File: config.mk
export PLATFORM = sky130hd
export DESIGN_NAME = mem_stage
export DESIGN_NICKNAME = d
export VERILOG_FILES = /design/src/rtl/mem_stage.sv
export SDC_FILE = /design/constraint.sdc
export NUM_CORES = 1
export LEC_CHECK = 0
export CORE_MARGIN = 5
export CORE_UTILIZATION = 50
export CTS_CLUSTER_DIAMETER = 80
export DETAILED_ROUTE_END_ITERATION = 8
export PLACE_DENSITY = 0.82
export SKIP_LAST_GASP = 1
export SLEW_MARGIN = 25
export SYNTH_ARGS = -nofsm -noshare
export SYNTH_HDL_FRONTEND = slang
export SYNTH_SLANG_ARGS = --single-unit
File: constraint.sdc
create_clock -name clk_in -period 6.3 [get_ports clk_in]
set_clock_uncertainty 0.05 [all_clocks]
set_input_delay 1.26 -clock clk_in [delete_from_list [all_inputs] [get_ports clk_in]]
set_output_delay 1.26 -clock clk_in [all_outputs]
set_load 0.05 [all_outputs]
File: src/rtl/mem_stage.sv
// RV32I MEM stage: passes ALU results through, runs loads/stores as byte-serial
// transactions on an 8-bit memory port. Optional `MEM_MISALIGN_CHECK_EN drops misaligned H/W accesses.
module mem_stage #(
  parameter int ADDR_W = 32
) (
  input  logic              clk_in,
  input  logic              rst_in,
  input  logic              rdy_in,
  input  logic              rd_in,
  input  logic [31:0]       rd_val_in,
  input  logic [4:0]        rd_addr_in,
  input  logic              load_in,
  input  logic              store_in,
  input  logic [2:0]        funct3_in,
  input  logic [31:0]       mem_addr_in,
  input  logic [31:0]       mem_val_in,
  output logic              mem_req_out,
  output logic              mem_we_out,
  output logic [ADDR_W-1:0] mem_a_out,
  output logic [7:0]        mem_dout_out,
  input  logic [7:0]        mem_din_in,
  input  logic              mem_ack_in,
  output logic              rd_out,
  output logic [31:0]       rd_val_out,
  output logic [4:0]        rd_addr_out,
  output logic              stall_req_out
);

  typedef enum logic [1:0] {IDLE, ACCESS, DONE} state_e;

  state_e              state_q, state_d;
  logic [1:0]          idx_q, idx_d;
  logic [1:0]          last_q, last_d;
  logic                store_q, store_d;
  logic                skip_q, skip_d;
  logic [2:0]          f3_q, f3_d;
  logic [31:0]         val_q, val_d;
  logic [31:0]         addr_q, addr_d;
  logic [31:0]         buf_q, buf_d;
  logic                req_q, req_d;
  logic                we_q, we_d;
  logic [ADDR_W-1:0]   a_q, a_d;
  logic [7:0]          dout_q, dout_d;

  logic                mem_op;
  logic [1:0]          last_in;
  logic                misalign_in;
  logic [1:0]          idx_nx;
  logic [31:0]         nxt_addr;
  logic [31:0]         val_sh;
  logic [31:0]         ld_ext;

  assign mem_op = load_in | store_in;

  // Last byte index: B=0, H=1, everything else (W and reserved codes) = 3.
  always_comb begin
    case (funct3_in[1:0])
      2'b00:   last_in = 2'd0;
      2'b01:   last_in = 2'd1;
      default: last_in = 2'd3;
    endcase
  end

`ifdef MEM_MISALIGN_CHECK_EN
  assign misalign_in = ((funct3_in[1:0] == 2'b01) & mem_addr_in[0]) |
                       (funct3_in[1] & (mem_addr_in[1:0] != 2'b00));
`else
  assign misalign_in = 1'b0;
`endif

  assign idx_nx   = idx_q + 2'd1;
  assign nxt_addr = addr_q + 32'(idx_nx);
  assign val_sh   = val_q >> {idx_nx, 3'b000};

  always_comb begin
    state_d = state_q;
    idx_d   = idx_q;
    last_d  = last_q;
    store_d = store_q;
    skip_d  = skip_q;
    f3_d    = f3_q;
    val_d   = val_q;
    addr_d  = addr_q;
    buf_d   = buf_q;
    req_d   = req_q;
    we_d    = we_q;
    a_d     = a_q;
    dout_d  = dout_q;
    case (state_q)
      IDLE: begin
        if (mem_op) begin
          store_d = store_in;
          last_d  = last_in;
          f3_d    = funct3_in;
          val_d   = mem_val_in;
          addr_d  = mem_addr_in;
          idx_d   = 2'd0;
          buf_d   = 32'd0;
          skip_d  = misalign_in;
          if (misalign_in) begin
            state_d = DONE;
          end else begin
            req_d   = 1'b1;
            we_d    = store_in;
            a_d     = mem_addr_in[ADDR_W-1:0];
            dout_d  = mem_val_in[7:0];
            state_d = ACCESS;
          end
        end
      end
      ACCESS: begin
        if (req_q && mem_ack_in) begin
          if (!store_q) buf_d[{idx_q, 3'b000} +: 8] = mem_din_in;
          if (idx_q != last_q) begin
            idx_d  = idx_nx;
            a_d    = nxt_addr[ADDR_W-1:0];
            dout_d = val_sh[7:0];
          end else begin
            req_d   = 1'b0;
            we_d    = 1'b0;
            state_d = DONE;
          end
        end
      end
      DONE: begin
        skip_d  = 1'b0;
        state_d = IDLE;
      end
      default: state_d = IDLE;
    endcase
  end

  // rdy_in low freezes every register, including an in-flight handshake.
  always_ff @(posedge clk_in) begin
    if (!rst_in) begin
      state_q <= IDLE;
      idx_q   <= 2'd0;
      last_q  <= 2'd0;
      store_q <= 1'b0;
      skip_q  <= 1'b0;
      f3_q    <= 3'd0;
      val_q   <= 32'd0;
      addr_q  <= 32'd0;
      buf_q   <= 32'd0;
      req_q   <= 1'b0;
      we_q    <= 1'b0;
      a_q     <= '0;
      dout_q  <= 8'd0;
    end else if (rdy_in) begin
      state_q <= state_d;
      idx_q   <= idx_d;
      last_q  <= last_d;
      store_q <= store_d;
      skip_q  <= skip_d;
      f3_q    <= f3_d;
      val_q   <= val_d;
      addr_q  <= addr_d;
      buf_q   <= buf_d;
      req_q   <= req_d;
      we_q    <= we_d;
      a_q     <= a_d;
      dout_q  <= dout_d;
    end
  end

  assign mem_req_out  = req_q;
  assign mem_we_out   = we_q;
  assign mem_a_out    = a_q;
  assign mem_dout_out = dout_q;

  always_comb begin
    case (f3_q)
      3'b000:  ld_ext = {{24{buf_q[7]}}, buf_q[7:0]};
      3'b001:  ld_ext = {{16{buf_q[15]}}, buf_q[15:0]};
      3'b100:  ld_ext = {24'd0, buf_q[7:0]};
      3'b101:  ld_ext = {16'd0, buf_q[15:0]};
      default: ld_ext = buf_q;
    endcase
  end

  // Store wins when both load_in and store_in are high.
  always_comb begin
    stall_req_out = mem_op & (state_q != DONE) & ~misalign_in;
    rd_out        = rd_in;
    rd_val_out    = rd_val_in;
    rd_addr_out   = rd_addr_in;
    if (store_in) begin
      rd_out = 1'b0;
    end else if (load_in) begin
      if (state_q == DONE) begin
        rd_out     = rd_in & ~skip_q;
        rd_val_out = ld_ext;
      end else begin
        rd_out = 1'b0;
      end
    end
    if (!rst_in) begin
      stall_req_out = 1'b0;
      rd_out        = 1'b0;
      rd_val_out    = 32'd0;
      rd_addr_out   = 5'd0;
    end
  end

endmodule

==> flow_metrics.env <==
export IMPL_synth_edf_count=0
export IMPL_worst_pin_slew_ps=1030
export IMPL_cts_sinks=148
export IMPL_pre_cts_ws_ps=1000
export IMPL_highest_layer="met4"
export IMPL_crit_arrival_ps=3990
export IMPL_fp_coreArea_um2=14500
export IMPL_r2r_end="mem_a_out[24]$_SDFFE_PN0P_"
export IMPL_grt_pass1_wl_mm=35.9
export IMPL_period_minus_slack_ps=5300
export IMPL_dp_hpwl_mm=15.2
export IMPL_outcome="finished, final reports clean"
export IMPL_insertion_delay_ps=430
export IMPL_wire_per_inst_um=17.2
export IMPL_syn_area_um2=7370
export IMPL_fin_ws_ps=1000
export IMPL_yosysWarnings=0
export IMPL_crit_path_start="load_in"
export IMPL_fin_nets=1247
export IMPL_reg2reg_from="idx_q[0]$_SDFFE_PN0P_"
export IMPL_maxSlewHeadroom_pct=31.6
export IMPL_row_count=44
export IMPL_portBuffers=199
export IMPL_fin_cells=1319
export IMPL_hold_viol=0
export IMPL_drc=0
export IMPL_vias=7681
export IMPL_syn2layout_area_growth_pct=36.7
export IMPL_leakagePower_nw=3.51
export IMPL_rsz0062_at_grt="false"
export IMPL_avgSynthCellArea_um2=7.60
export IMPL_min_path_type="reg2reg"
export IMPL_clk_pin_slew_worst_paths_ps=60
export IMPL_max_freq_ghz=0.189
export IMPL_synth_area_leaders="dfxtp_1 40%, nand2_1 14%, a21oi_1 11%"
export IMPL_wl_met3_mm=1.97
export IMPL_cts_resized=0
export IMPL_yosysTopAreaCell="dfxtp_1"
export IMPL_groute_usage_overall_pct=25.0
export IMPL_die_area_um2=17300
export IMPL_num_fill_cells=1211
export IMPL_layout_worst_path_cycle_share_pct=84.1
export IMPL_drive_gt1_share_pct=6.35
export IMPL_first_pass_iters=6
export IMPL_cap_violations=0
export IMPL_drtAntennaViolNets=0
export IMPL_viasPerCell=5.82
export IMPL_ys_flop_type="dfxtp_1"
export IMPL_syn_nets=1095
export IMPL_syn_inst=969
export IMPL_async_flop_share_pct=0
export IMPL_grt_pass1_vias=7037
export IMPL_routed_wl_mm=22.7
export IMPL_holdBufCountCts=0
export IMPL_ios=200
export IMPL_die_y_um=131
export IMPL_cp_data_required_time_ps=4990
export IMPL_setup_tns_ps=0
export IMPL_die_w_um=131
export IMPL_r2r_worst_path_cells=8
export IMPL_met2WireLength_mm=10.7
export IMPL_setup_viol=0
export IMPL_start_util_pct=50.9
export IMPL_critPathCaptureType="output pin"
export IMPL_postCtsSetupBuffers=0
export IMPL_synth_seq_area_share_pct=40.2
export IMPL_numCtsBuffers=17
export IMPL_synth_cell_types=67
export IMPL_drt_initial_drc_count=735
export IMPL_power_density_nw_per_um2=284
export IMPL_yosys_area_top_type_share_pct=40.2
export IMPL_antenna_found_initial=1
export IMPL_finalMaxSlewViolations=0
export IMPL_peakVddDrop_mv=0.200
export IMPL_dp_cells=1286
export IMPL_criticalPathCategory="in2out"
export IMPL_critPathCapture="rd_val_out[8]"
export IMPL_grt_max_degree=117
export IMPL_m1WireLength_mm=9.49
export IMPL_gp_congestion=0.865
export IMPL_cts_max_level=4
export IMPL_clk_path_buf_depth=2
export IMPL_crit_path_start_kind="input port"
export IMPL_cts_tree="yes"
export IMPL_cts_root_buffer="clkbuf_16"
export IMPL_grt_ovfl_total=0
export IMPL_ys_ff_latch=148
export IMPL_path_max_fanout=25
export IMPL_rrSetupSlack_ps=2180
==> flip-flops by register name (all words and copies together), names as in the netlist <==
signal,count
buf_q,32
mem_req_out,1
val_q,32
mem_dout_out,8
mem_a_out,32
mem_we_out,1
addr_q,32
idx_q,2
last_q,2
store_q,1
f3_q,3
state_q,2
==> worst min-delay path by stage <==
stage | startpoint | endpoint | depth (start not counted)
floorplan | buf_q[16]$_SDFFE_PN0P_ | buf_q[16]$_SDFFE_PN0P_ | 2
global placement | buf_q[19]$_SDFFE_PN0P_ | buf_q[19]$_SDFFE_PN0P_ | 2
detailed placement | buf_q[16]$_SDFFE_PN0P_ | buf_q[16]$_SDFFE_PN0P_ | 2
CTS | buf_q[16]$_SDFFE_PN0P_ | buf_q[16]$_SDFFE_PN0P_ | 2
global route | buf_q[28]$_SDFFE_PN0P_ | buf_q[28]$_SDFFE_PN0P_ | 2
finish | buf_q[16]$_SDFFE_PN0P_ | buf_q[16]$_SDFFE_PN0P_ | 2
==> final cells by class <==
cell class	count	area [µm²]	area share [%]
tap	184	230	2.29
antenna	1	2.50	0.0249
multi-input combinational	741	4120	40.9
sequential	148	2960	29.4
timing repair buffer	207	2060	20.4
inverter	6	25.0	0.249
clock buffer	21	440	4.37
clock inverter	11	230	2.29
==> layout by cell type, fill, tap and decap left out, drive strengths merged, types with 4 or more instances in the layout <==
| master | instances |
|---|---|
| clkbuf | 21 |
| bufinv | 7 |
| nor3b | 5 |
| o32ai | 7 |
| clkinv | 4 |
| a21oi | 158 |
| o21ai | 21 |
| nand2 | 271 |
| nand3 | 64 |
| dfxtp | 148 |
| xnor2 | 8 |
| nor3 | 16 |
| nor2 | 36 |
| buf | 8 |
| ha | 6 |
| nand4 | 9 |
| mux4 | 8 |
| inv | 6 |
| and3 | 4 |
| o211ai | 7 |
| nor4 | 9 |
| o221ai | 11 |
| xor2 | 10 |
| a311oi | 10 |
| clkdlybuf4s50 | 199 |
| nand2b | 20 |
| and2 | 8 |
| and4 | 7 |
| mux2i | 4 |
==> power breakdown <==
group | leakage, nW | switching [W] | total (W) | internal, W
clock network | 0.329 | 0.000390 | 0.00117 | 0.000779
logic | 1.97 | 0.000404 | 0.000639 | 0.000235
registers | 1.21 | 0.0000527 | 0.00105 | 0.00100
total | 3.51 | 0.000847 | 0.00286 | 0.00202
==> kinds of logic after synthesis <==
family                     count (synthesis)  synth area share, %
AOI/OAI and AO/OA                        244                 19.9
xor gates and xnor gates                  18                 2.14
adders and majority gates                  7                 1.29
buffers and inverters                     80                 4.36
DFF                                      148                 40.2
muxes                                     12                 2.99
and+or+nand+nor                          460                 29.1
==> per-layer routing <==
layer / vias up / global-route usage [%]
met5: - / 0
met2: 351 / 40.9
met3: 39 / 7.45
li1: 3705 / -
met1: 3586 / 31.7
met4: 0 / 8.46
==> stage by stage <==
step / util [%] / cell area, µm² / hold slack, ps / power [W]
2_1_floorplan: - / 7370 / 377 / 0.00146
3_3_place_gp: 64.8 / 9380 / 383 / 0.00170
3_5_place_dp: 64.8 / 9390 / 388 / 0.00171
4_1_cts: 69.5 / 10100 / 396 / 0.00287
5_1_grt: 69.5 / 10100 / 416 / 0.00297
6_report: 69.5 / 10100 / 395 / 0.00286
==> worst max-delay path, cell delays in order <==
cell and delay [ps]:
clkdlybuf4s50_1 640, or3b_2 730, nor2_1 470, a21oi_1 140, clkdlybuf4s50_1 730
==> synthesized netlist by cell type, types with 7 or more instances <==
cell type,number
o32ai_1,7
a311oi_1,10
and4_1,7
nand2_1,270
o21ai_0,19
mux4_2,8
nand4_1,7
and2_1,8
nor3_1,15
nand2b_1,20
xnor2_1,8
dfxtp_1,148
o211ai_1,7
a21oi_1,157
clkbuf_1,62
xor2_1,10
nor2_1,35
buf_2,11
o221ai_1,11
nand3_1,62
(Power assumes the default switching activity.)
